`config.mk`:
```
export PLATFORM = sky130hd
export DESIGN_NAME = req_queue_ctrl
export DESIGN_NICKNAME = d
export VERILOG_FILES = /design/src/rtl/req_queue_pkg.sv /design/src/rtl/rr_arbiter.sv /design/src/rtl/req_queue_ctrl.sv
export SDC_FILE = /design/constraint.sdc
export NUM_CORES = 1
export LEC_CHECK = 0
export ABC_AREA = 1
export CORE_MARGIN = 5
export CORE_UTILIZATION = 50
export DETAILED_ROUTE_END_ITERATION = 12
export PLACE_DENSITY = 0.81
export SLEW_MARGIN = 30
export SYNTH_ARGS = -nofsm -noshare
export SYNTH_HDL_FRONTEND = slang
export SYNTH_SLANG_ARGS = --single-unit
```
`constraint.sdc`:
```
create_clock -name clk -period 6.3 [get_ports clk]
set_input_delay 0.63 -clock clk [delete_from_list [all_inputs] [get_ports clk]]
set_output_delay 0.63 -clock clk [all_outputs]
set_load 0.1 [all_outputs]
```
`src/rtl/req_queue_pkg.sv`:
```
// Shared state type and default sizing for the request queue controller.
package req_queue_pkg;

    localparam int unsigned DEF_WIDTH = 32;
    localparam int unsigned DEF_DEPTH = 8;
    localparam int unsigned DEF_NREQ  = 2;

    typedef enum logic {
        RUN   = 1'b0,
        DRAIN = 1'b1
    } state_t;

endpackage

```
`src/rtl/rr_arbiter.sv`:
```
// Round-robin arbiter: one-hot grant among requesters; priority moves past each winner.
module rr_arbiter
    import req_queue_pkg::*;
#(
    parameter int unsigned NREQ = DEF_NREQ
) (
    input  logic            clk,
    input  logic            rst_n,
    input  logic [NREQ-1:0] i_req,
    input  logic            i_en,
    output logic [NREQ-1:0] o_gnt
);

    localparam int unsigned PTR_W = $clog2(NREQ);
    localparam int unsigned SUM_W = PTR_W + 1;

    logic [PTR_W-1:0] r_ptr;
    logic [PTR_W-1:0] w_sel;
    logic [PTR_W-1:0] w_ptr_nxt;
    logic [SUM_W-1:0] w_sum;
    logic             w_found;

    // Scan requesters starting at the priority pointer, wrapping modulo NREQ.
    always_comb begin
        o_gnt     = '0;
        w_found   = 1'b0;
        w_sel     = '0;
        w_sum     = '0;
        w_ptr_nxt = r_ptr;
        for (int k = 0; k < int'(NREQ); k++) begin
            w_sum = {1'b0, r_ptr} + SUM_W'(k);
            if (w_sum >= SUM_W'(NREQ)) begin
                w_sum = w_sum - SUM_W'(NREQ);
            end
            if (i_en && !w_found && i_req[w_sum[PTR_W-1:0]]) begin
                w_found = 1'b1;
                w_sel   = w_sum[PTR_W-1:0];
            end
        end
        if (w_found) begin
            o_gnt[w_sel] = 1'b1;
            w_ptr_nxt    = (w_sel == PTR_W'(NREQ - 1)) ? '0 : w_sel + PTR_W'(1);
        end
    end

    always_ff @(posedge clk) begin
        if (!rst_n) begin
            r_ptr <= '0;
        end else if (w_found) begin
            r_ptr <= w_ptr_nxt;
        end
    end

endmodule

```
`src/rtl/req_queue_ctrl.sv`:
```
// Multi-requester in-order queue with round-robin admission and a drain mode.
// Define REQQ_BYPASS_EN to forward a grant straight to the head when the queue is empty.
module req_queue_ctrl
    import req_queue_pkg::*;
#(
    parameter int unsigned WIDTH = DEF_WIDTH,
    parameter int unsigned DEPTH = DEF_DEPTH,
    parameter int unsigned NREQ  = DEF_NREQ
) (
    input  logic                         clk,
    input  logic                         rst_n,
    input  logic [NREQ-1:0]              req_valid,
    input  logic [NREQ-1:0][WIDTH-1:0]   req_data,
    output logic [NREQ-1:0]              req_ready,
    output logic                         out_valid,
    output logic [WIDTH-1:0]             out_data,
    input  logic                         out_ready,
    input  logic                         drain,
    output logic                         drain_done,
    output logic [$clog2(DEPTH+1)-1:0]   count,
    output logic                         full
);

    localparam int unsigned CNT_W = $clog2(DEPTH + 1);
    localparam int unsigned IDX_W = $clog2(DEPTH);

    state_t           r_state;
    state_t           w_state_nxt;
    logic             r_drain_done;
    logic             w_drain_fin;
    logic [CNT_W-1:0] r_count;
    logic [WIDTH-1:0] r_mem [DEPTH];

    logic             w_arb_en;
    logic [NREQ-1:0]  w_gnt;
    logic             w_push;
    logic             w_store;
    logic             w_pop;
    logic             w_head_vld;
    logic             w_bypass;
    logic [WIDTH-1:0] w_push_data;
    logic [IDX_W-1:0] w_wr_idx;

    assign w_arb_en = rst_n && (r_state == RUN) && (r_count < CNT_W'(DEPTH));

    rr_arbiter #(
        .NREQ (NREQ)
    ) u_arb (
        .clk   (clk),
        .rst_n (rst_n),
        .i_req (req_valid),
        .i_en  (w_arb_en),
        .o_gnt (w_gnt)
    );

    always_comb begin
        w_push_data = '0;
        for (int i = 0; i < int'(NREQ); i++) begin
            if (w_gnt[i]) begin
                w_push_data = req_data[i];
            end
        end
    end

    assign req_ready  = w_gnt;
    assign w_push     = |w_gnt;
    assign w_head_vld = (r_count != '0);
    assign w_pop      = w_head_vld && out_ready;

`ifdef REQQ_BYPASS_EN
    assign w_bypass  = w_push && !w_head_vld && out_ready && (r_state == RUN);
    assign out_valid = w_head_vld || w_bypass;
    assign out_data  = w_bypass ? w_push_data : r_mem[0];
`else
    assign w_bypass  = 1'b0;
    assign out_valid = w_head_vld;
    assign out_data  = r_mem[0];
`endif

    assign w_store  = w_push && !w_bypass;
    // With a same-cycle pop the tail slot moves down by one before the write.
    assign w_wr_idx = w_pop ? IDX_W'(r_count - CNT_W'(1)) : IDX_W'(r_count);

    always_comb begin
        w_state_nxt = r_state;
        w_drain_fin = 1'b0;
        case (r_state)
            RUN: begin
                if (drain) begin
                    w_state_nxt = DRAIN;
                end
            end
            DRAIN: begin
                if ((r_count == '0) || ((r_count == CNT_W'(1)) && w_pop)) begin
                    w_state_nxt = RUN;
                    w_drain_fin = 1'b1;
                end
            end
            default: w_state_nxt = RUN;
        endcase
    end

    always_ff @(posedge clk) begin
        if (!rst_n) begin
            r_state      <= RUN;
            r_drain_done <= 1'b0;
        end else begin
            r_state      <= w_state_nxt;
            r_drain_done <= w_drain_fin;
        end
    end

    // Shift register storage: head at index 0, pop shifts everything down.
    always_ff @(posedge clk) begin
        if (!rst_n) begin
            r_count <= '0;
            for (int j = 0; j < int'(DEPTH); j++) begin
                r_mem[j] <= '0;
            end
        end else begin
            if (w_pop) begin
                for (int j = 0; j < int'(DEPTH) - 1; j++) begin
                    r_mem[j] <= r_mem[j+1];
                end
                r_mem[DEPTH-1] <= '0;
            end
            if (w_store) begin
                r_mem[w_wr_idx] <= w_push_data;
            end
            r_count <= r_count + CNT_W'(w_store) - CNT_W'(w_pop);
        end
    end

    assign count      = r_count;
    assign full       = (r_count == CNT_W'(DEPTH));
    assign drain_done = r_drain_done;

endmodule

```
==> results of run 1 <==
==> kinds of logic (layout without fill, tap and decap cells) <==
logic type / after synthesis / count (layout)
xor gates and xnor gates: 1 / 1
and+or+nand+nor: 993 / 993
buffers and inverters: 342 / 418
AOI/OAI and AO/OA: 105 / 105
adders and majority gates: 9 / 9
DFF: 263 / 263
==> sequential cells by signal, indices dropped and copies added (netlist names) <==
register,cells
r_state,1
r_mem,256
count,4
drain_done,1
u_arb.r_ptr,1
==> placed cells by master (no fill, tap or decap), drive strengths merged <==
master         instances
xnor2                  1
clkbuf                32
o21ai                 69
nand4                 34
nor2                 209
dfxtp                  7
a21o                   1
bufinv                 1
fa                     1
clkinvlp               3
clkinv                13
nand2                709
buf                   17
edfxtp               256
o21bai                32
ha                     8
clkdlybuf4s50        109
nand3b                 1
inv                  243
a21oi                  3
nand3                 40
==> layer usage <==
layer | vias up | track usage, % | part of all wire (%)
li1 | 5432 | - | -
met5 | - | 0 | 0
met2 | 338 | 26.0 | 44
met1 | 4409 | 23.5 | 46
met4 | 0 | 3.80 | 1.7
met3 | 38 | 2.85 | 8.7
==> stage by stage <==
step                      utilization [%]  std cells  setup slack (ps)  total power, mW
after CTS                            58.1       2167              1860             6.40
final                                58.2       2167              1860             6.39
after detailed placement             55.0       2118              1480             4.89
after global placement               54.9       2118              1690             4.81
after floorplan                         -       1713              1660             4.40
after global routing                 58.2       2167              1630             6.73
==> cells in the mapped netlist (3+ instances only) <==
cell and count:
o21ai_0 27, buf_1 5, inv_2 4, nand2_1 703, o21bai_1 32, nor2_4 6, inv_1 239, nor2_1 199
ha_1 8, nand3_1 40, nand4_1 34, dfxtp_1 7, nor2_2 4, clkbuf_1 40, a21oi_1 3, nand2_2 6
buf_2 53, edfxtp_1 256, o21ai_1 42
==> worst max-delay path, delay by kind of cell <==
| family | cells | cell delay, ps |
|---|---|---|
| buf+inv | 5 | 2170 |
| simple gates | 4 | 1000 |
==> final cells by class <==
type / instances / area (µm²)
clock buffers: 32 / 737
well taps: 378 / 473
inverters: 243 / 912
repair buffers: 126 / 1220
clock inverters: 17 / 121
flip-flops and latches: 263 / 7830
multi-input cells: 1108 / 4740
fillers: 2265 / 11500
==> power by group <==
part	switching (mW)	internal, mW
combinational	1.73	0.496
sequential	0.120	2.53
clock	0.641	0.876
==> how the worst max path moves through the flow <==
stage	cells past startpoint	slack, ps	end
floorplan	9	1660	r_mem[4][0]
global placement	12	1690	r_mem[3][15]
detailed placement	12	1480	r_mem[3][18]
CTS	9	1860	req_ready[0]
global route	9	1630	req_ready[0]
finish	9	1860	req_ready[0]
==> impl_metrics.toml, run 1 <==
[outcome]
run_status = "complete, no violations"

[yosys]
yosys.area.top_type_share_pct = 55.5
syn-cell-area_um2 = 13900
async_set_reset_flop_share_out_of_synthesis_pct = 0
netlist.top_cell.by_area = "edfxtp_1"
synth.ff_latch_count = 263
ys_dominant_reg_cell = "edfxtp_1"
yosysUniqueCellTypes = 24
yosys_warnings = 0
synth_xor_area_share_pct = 0.0632
syn_area_per_cell_um2 = 8.09
synth_seq_area_share_pct = 56.5
synth-edff-count = 256
yosys-mux-area-fraction_pct = 0
syn_nets = 1792
synth.top_cells.by_area = "edfxtp_1, nand2_1, inv_1"
synth-compound-area-share_pct = 4.39
synth_cells = 1713
synth_top_family_by_area = "simple AND/OR/NAND/NOR gates"
synthAdderAreaFrac_pct = 0.867
post_synth_and_or_nand_nor_area_fraction_pct = 28.4

[min_path]
min-delay-start = "u_arb.r_ptr"
worst_hold_path_type = "register to register"
hold_depth = 2
min_delay_worst_endpoint = "u_arb.r_ptr"

[clock_tree]
tritoncts.num_buffers = 28
cts.htree.levels = 1
cts_post_setup_buffers_inserted = 0
post_cts_resized = 0
clk_latency_ps = 540
clkTransAtPathRegs_ps = 60
post_cts_hold_fix_bufs = 0
clockRootBuffer = "clkbuf_16"
clock_sink_count = 263
ctsLongestPathBuffers = 3
clock_tree_from_tritoncts = "built"

[sta]
slew_viol_final = 0
final.setup_skew_ps = 17.2
final-hold-violation-count = 0
slew-limit-headroom_pct = 33.2
hold_ws_ps = 471
achievable-frequency_ghz = 0.225
layout_worst_path_cycle_share_pct = 70.4
setup_total_negative_slack_ps = 0
final-setup-viol-count = 0
worst-slew-pin-transition_ps = 999
setup_repair_after_global_routing_missed_its_margin = "false"
min_period_ps = 4440

[global_routing]
antenna_found_initial = 0
vias_in_the_first_global_route = 9281
overflow = 0
grt_util_all_layers_pct = 16.3
grt_start_max_net_pins = 130
grt_pass1_wl_um = 42900

[critical_path]
ff2ff_path_depth = 12
setup.reg_to_reg.worst_slack_ps = 2960
crit_path_cell_trace = "clkdlybuf4s50_1 > buf_4 > inv_2 > nor2_4 > nand2_1 > nor2_4 > nand2_1 > inv_1 > clkdlybuf4s50_1"
worstReg2RegEnd = "r_mem[3][18]"
worstSetupStartpoint = "rst_n"
critPathLaunchType = "input pin"
cpPeakStageDelay_ps = 1140
required_ps = 5670
slowest_stage = "clkdlybuf4s50_1"
end_kind = "primary output"
crit-reg2reg-launch = "count[1]"
critical_path_peak_fanout = 38
critical_setup_path_class = "input pin to primary output"
critPathArrivalTime_ps = 3810

[finish]
antenna_cells = 0
area_growth_pct = 15.6
layout.nets = 1849
final_layout_size_suffix_gt1_share_pct = 4.86
final_instance_area_um2 = 16000

[die]
floorplan.io_pins = 111
die_h_um = 176
coreArea_um2 = 27600
initial_utilization_pct = 50.3
die-width_um = 176
number_of_placement_rows = 61
floorplan.die_area_um2 = 31100

[routing]
drt_pre_antenna_iters = 5
detailroute.via_count = 10217
drt-initial-drc-count = 673
antenna_violating_nets_post_route = 0
wl_per_cell_um = 11.5
route.final.wire_length_um = 25000
avgViaCountPerCell = 4.71
drc = 0

[power_and_ir_drop]
cellLeakagePower_nw = 7.40
power_per_cell_area_nw_per_um2 = 398
worst_ir_drop_vdd_uv = 422

[placement]
detailedPlacementHpwl_um = 18000
placement.cell_area_um2 = 15200
input_output_buffers = 110
globalplace.congestion = 0.811

[flow_run]
max_cap_violations = 0
Note: power is estimated with default switching activity, not from simulation.
==> run 2: changes to the inputs <==
==> constraint.sdc (replaced) <==
create_clock -name clk -period 4.4 [get_ports clk]
set_input_delay 0.44 -clock clk [delete_from_list [all_inputs] [get_ports clk]]
set_output_delay 0.44 -clock clk [all_outputs]
set_load 0.1 [all_outputs]
==> run 2 against run 1 <==
  * Via count rose by 5.8%
  * Register-to-register slack worse by 1500 ps
  * Count of clock-buffer cells in the layout increased by 2
  * Global-route usage is 3.5 points higher
  * Sequential power increased by 44%
  * Clock power is 36% higher
  * Die area is the same
  * Wire length rose by 23%
  * Flip-flop and latch count stayed put
  * Power increased by 44%
  * Utilization about the same
==> impl_metrics.toml, run 2 (synthesis results as in run 1) <==
[outcome]
run_status = "complete, no violations"

[clock_tree]
clock_sink_count = 263
post_cts_resized = 0
tritoncts.num_buffers = 27
clock_tree_from_tritoncts = "built"
clockRootBuffer = "clkbuf_16"
post_cts_hold_fix_bufs = 0
ctsLongestPathBuffers = 3
cts.htree.levels = 1
clkTransAtPathRegs_ps = 60
clk_latency_ps = 530
cts_post_setup_buffers_inserted = 0

[die]
floorplan.die_area_um2 = 31100
coreArea_um2 = 27600
floorplan.io_pins = 111
die_h_um = 176
number_of_placement_rows = 61
initial_utilization_pct = 50.3
die-width_um = 176

[routing]
antenna_violating_nets_post_route = 0
wl_per_cell_um = 14.1
drc = 0
drt_pre_antenna_iters = 5
avgViaCountPerCell = 4.97
drt-initial-drc-count = 1036
route.final.wire_length_um = 30700
detailroute.via_count = 10806

[sta]
hold_ws_ps = 475
final.setup_skew_ps = 14.4
layout_worst_path_cycle_share_pct = 72.0
setup_total_negative_slack_ps = 0
setup_repair_after_global_routing_missed_its_margin = "false"
final_critical_path_setup_slack_ps = 1230
slew-limit-headroom_pct = 32.3
final-hold-violation-count = 0
worst-slew-pin-transition_ps = 1010
min_period_ps = 3170
achievable-frequency_ghz = 0.316
slew_viol_final = 0
final-setup-viol-count = 0

[critical_path]
end_kind = "primary output"
slowest_stage = "clkdlybuf4s50_1"
critPathLaunchType = "register"
required_ps = 3960
crit_path_cell_trace = "inv_1 > ha_1 > nand2_2 > clkdlybuf4s50_1"
ff2ff_path_depth = 8
cpPeakStageDelay_ps = 1170
critical_path_peak_fanout = 8
critPathArrivalTime_ps = 2730
critical_setup_path_class = "register to primary output"

[finish]
layout.nets = 1859
num-fill-cells = 2325
layout.cells.most_common = "nand2_1"
final_layout_size_suffix_gt1_share_pct = 4.79
antenna_cells = 0
final_instance_area_um2 = 16000
area_growth_pct = 15.6
top_register = "r_mem"
layout_common_cells = "nand2_1, edfxtp_1, inv_1, nor2_1, clkdlybuf4s50_1"
largest_register_ff_count = 256

[power_and_ir_drop]
power_per_cell_area_nw_per_um2 = 574
cellLeakagePower_nw = 7.43
worst_ir_drop_vdd_uv = 640
sequential_fraction_of_design_power_pct = 41.4
internal_power_mw = 5.53
total_switching_power_mw = 3.67
p_clk_share_pct = 22.6
power_switching_share_pct = 39.9
power.share.combinational_pct = 36.0

[min_path]
hold_depth = 2
worst_hold_path_type = "register to register"

[flow_run]
max_cap_violations = 0

[global_routing]
overflow = 0
grt_start_max_net_pins = 72
vias_in_the_first_global_route = 10323
antenna_found_initial = 0
grt_pass1_wl_um = 50500
grt_util_all_layers_pct = 19.8

[placement]
placement.cell_area_um2 = 15200
dp_worst_setup_slack_ps = 1410
input_output_buffers = 110
detailedPlacementHpwl_um = 20100
globalplace.congestion = 0.833
## run 2: cell types whose count changed in the layout (fill, tap and decap cells not counted), moves of 2 or more
cell        before  now
nor2_2           0    4
clkbuf_1         3    7
nor2_4          10    6
buf_12           0    3
clkinvlp_4       3    0
nand2_1        697  702
clkbuf_16       29   27
buf_4           17   26
clkinv_2         6    4
nand2_2         11    6
## run 2: critical path, delay by kind of cell (launching register included)
family | cells | cell delay [ps]
and+or+nand+nor | 1 | 160
DFF | 1 | 430
adders and majority gates | 1 | 260
buffers and inverters | 2 | 1330
## run 2: power by group through the flow
| stage | clock network (mW) | logic, mW | registers [mW] |
|---|---|---|---|
| after floorplan | 0 | 1.68 | 4.62 |
| after global placement | 0 | 3.21 | 3.84 |
| after detailed placement | 0 | 3.30 | 3.86 |
| after CTS | 2.09 | 3.31 | 3.81 |
| after global routing | 2.19 | 3.61 | 3.87 |
| final | 2.07 | 3.31 | 3.81 |
## run 2: metal layers
metal / GRT usage, % / routed length [µm] / vias up
met5: 0 / 0 / -
met4: 5.16 / 691 / 0
met3: 3.98 / 3050 / 45
met2: 32.3 / 13700 / 419
met1: 27.4 / 13300 / 4898
li1: - / - / 5444
## run 2: path summary, 6_finish.rpt
| path | slack, ps | endpoint | from |
|---|---|---|---|
| worst max-delay path | 1230 | out_valid | count[1] |
| worst min-delay path | 480 | u_arb.r_ptr | u_arb.r_ptr |
| worst max register to register | 1460 | r_mem[2][2] | count[1] |
| worst min register to register | 480 | u_arb.r_ptr | u_arb.r_ptr |
## run 2: area by class of cell
class / count / area, µm² / share of cell area (%)
multi-input combinational: 1108 / 4700 / 29.3
tap: 378 / 473 / 2.95
inverter: 243 / 912 / 5.69
clock buffer: 34 / 702 / 4.38
clock inverter: 12 / 76.3 / 0.476
sequential: 263 / 7830 / 48.9
timing repair buffer: 137 / 1340 / 8.34
## run 2: through the flow
| step | power (mW) | std cells | util (%) |
|---|---|---|---|
| after global routing | 9.67 | 2175 | 58.2 |
| after CTS | 9.21 | 2175 | 58.2 |
| after global placement | 7.05 | 2129 | 55.3 |
| after detailed placement | 7.16 | 2129 | 55.3 |
| final | 9.19 | 2175 | 58.2 |
| after floorplan | 6.30 | 1713 | - |
==> run 3: changes to the inputs <==
--- a/config.mk
+++ b/config.mk
@@ -9,7 +9,7 @@
 export CORE_MARGIN = 5
 export CORE_UTILIZATION = 50
 export DETAILED_ROUTE_END_ITERATION = 12
-export PLACE_DENSITY = 0.81
+export PLACE_DENSITY = 0.84
 export SLEW_MARGIN = 30
 export SYNTH_ARGS = -nofsm -noshare
 export SYNTH_HDL_FRONTEND = slang
==> constraint.sdc (replaced) <==
create_clock -name clk -period 2.8 [get_ports clk]
set_input_delay 0.28 -clock clk [delete_from_list [all_inputs] [get_ports clk]]
set_output_delay 0.28 -clock clk [all_outputs]
set_load 0.1 [all_outputs]
==> run 3 against run 2 <==
  * Flip-flop and latch count is the same
  * Count of clock-buffer cells in the layout is the same
  * Combinational power grew 60%
  * Critical endpoint is now r_mem[5][21]
  * Worst hold slack lost 140 ps
  * Via count shrank 3.2%
  * Cell count grew 0.41%
  * Clock power grew 66%
  * Critical path depth grew 7
  * First-iteration DRC count shrank 34%
  * Clock skew shrank 5.8 ps
  * Worst setup slack lost 1100 ps
==> impl_metrics.toml, run 3 (synthesis results as in run 1) <==
[critical_path]
setup.reg_to_reg.worst_slack_ps = 180
required_ps = 3210
worstReg2RegEnd = "r_mem[5][21]"
crit-reg2reg-launch = "count[2]"
critical_path_peak_fanout = 68
critical_setup_path_class = "register to register"
ff2ff_path_depth = 11
end_kind = "register"
critPathLaunchType = "register"
critPathArrivalTime_ps = 3030

[sta]
min_period_ps = 2620
achievable-frequency_ghz = 0.381
final-setup-viol-count = 0
slew_viol_final = 0
setup_repair_after_global_routing_missed_its_margin = "false"
slew-limit-headroom_pct = 43.7
layout_worst_path_cycle_share_pct = 93.7
final-hold-violation-count = 0
worst-slew-pin-transition_ps = 844
final.setup_skew_ps = 8.62
setup_total_negative_slack_ps = 0

[finish]
layout.nets = 1866
regArea_um2 = 7840
largest_register_ff_count = 256
num-fill-cells = 2235
stdcell_count = 2184
area_growth_pct = 17.2
layout_common_cells = "nand2_1, edfxtp_1, inv_1, nor2_1, clkdlybuf4s50_1"
area_of_the_multi_input_gates_um2 = 4770
top_register = "r_mem"
final_layout_size_suffix_gt1_share_pct = 8.42
layout.cells.most_common = "nand2_1"
antenna_cells = 0

[min_path]
worst_hold_path_type = "input pin to register"
min_delay_worst_endpoint = "r_state"
min-delay-start = "drain"
hold_depth = 3

[clock_tree]
clk_latency_ps = 550
post_cts_hold_fix_bufs = 0
cts_post_setup_buffers_inserted = 0
clockRootBuffer = "clkbuf_16"
clock_sink_count = 263
clkTransAtPathRegs_ps = 60
ctsLongestPathBuffers = 3
clock_tree_from_tritoncts = "built"
tritoncts.num_buffers = 27
cts.htree.levels = 1
post_cts_resized = 0

[power_and_ir_drop]
worst_ir_drop_vdd_uv = 1140
internal_power_mw = 8.94
finalPower_mw = 14.7
cellLeakagePower_nw = 7.61
sequential_fraction_of_design_power_pct = 40.7
p_clk_share_pct = 23.4
power.share.combinational_pct = 36.0
total_switching_power_mw = 5.73
power_switching_share_pct = 39.1
power_per_cell_area_nw_per_um2 = 903

[flow_run]
max_cap_violations = 0

[global_routing]
grt_util_all_layers_pct = 16.9
antenna_found_initial = 0
grt_pass1_wl_um = 44300
vias_in_the_first_global_route = 9573
grt_start_max_net_pins = 68
overflow = 0

[routing]
antenna_violating_nets_post_route = 0
route.final.wire_length_um = 26400
avgViaCountPerCell = 4.79
drc = 0
drt-initial-drc-count = 688
wl_per_cell_um = 12.1
detailroute.via_count = 10462
drt_pre_antenna_iters = 5

[placement]
dpl.cell_count = 2135
detailedPlacementHpwl_um = 18900
input_output_buffers = 110
globalplace.congestion = 0.785

[die]
floorplan.die_area_um2 = 31100
initial_utilization_pct = 50.3
die_h_um = 176
number_of_placement_rows = 61
coreArea_um2 = 27600
floorplan.io_pins = 111
die-width_um = 176

[outcome]
run_status = "complete, no violations"
-- run 3: power by group through the flow --
stage               Combinational (mW)  Clock, mW  Sequential [mW]
finish                            5.28       3.43             5.97
detailed placement                5.22          0             6.04
global placement                  5.04          0             6.00
global route                      5.75       3.62             6.06
CTS                               5.25       3.48             5.97
floorplan                         2.74          0             7.26
-- run 3: layout make-up --
cell class	count	share of cell area, %
clock buffers	34	4.38
clock inverters	14	0.832
inverters	243	5.62
multi-input cells	1109	29.4
flip-flops and latches	263	48.3
well taps	378	2.91
repair buffers	143	8.60
-- run 3: worst max-delay path, stage by stage (launching register included) --
cell and delay [ps]:
dfxtp_4 360, inv_1 140, ha_2 290, inv_1 90, nand3_1 70, nand2_1 90, nand2_1 160, nand2_2 100
buf_4 340, nor2_2 630, nand2_1 130, nand2_1 90
-- run 3: worst max path at each step --
stage / from / to / slack (ps) / cells past startpoint
after global routing: count[2] / r_mem[5][21] / 10 / 11
after detailed placement: out_ready / r_mem[0][0] / 120 / 11
after global placement: out_ready / r_mem[5][31] / 310 / 9
after floorplan: count[0] / r_mem[4][0] / 30 / 9
after CTS: count[2] / r_mem[5][2] / 200 / 11
final: count[2] / r_mem[5][21] / 180 / 11
-- run 3: routing by layer --
metal	global-route usage [%]	up-vias	share of wire (%)	wire length [µm]
met5	0	-	0	0
met2	27.7	347	45	11800
met3	3.55	51	8.7	2300
met1	23.2	4597	44	11600
met4	4.48	0	2.2	589
li1	-	5467	-	-
-- run 3: through the flow --
stage               hold slack [ps]  utilization (%)  cell area, µm²  worst slack (ps)
floorplan                       393                -           13900              27.9
detailed placement              474             55.9           15400               117
global route                    394             59.0           16200              10.5
global placement                455             55.8           15400               312
finish                          339             59.0           16200               176
CTS                             326             58.9           16200               203
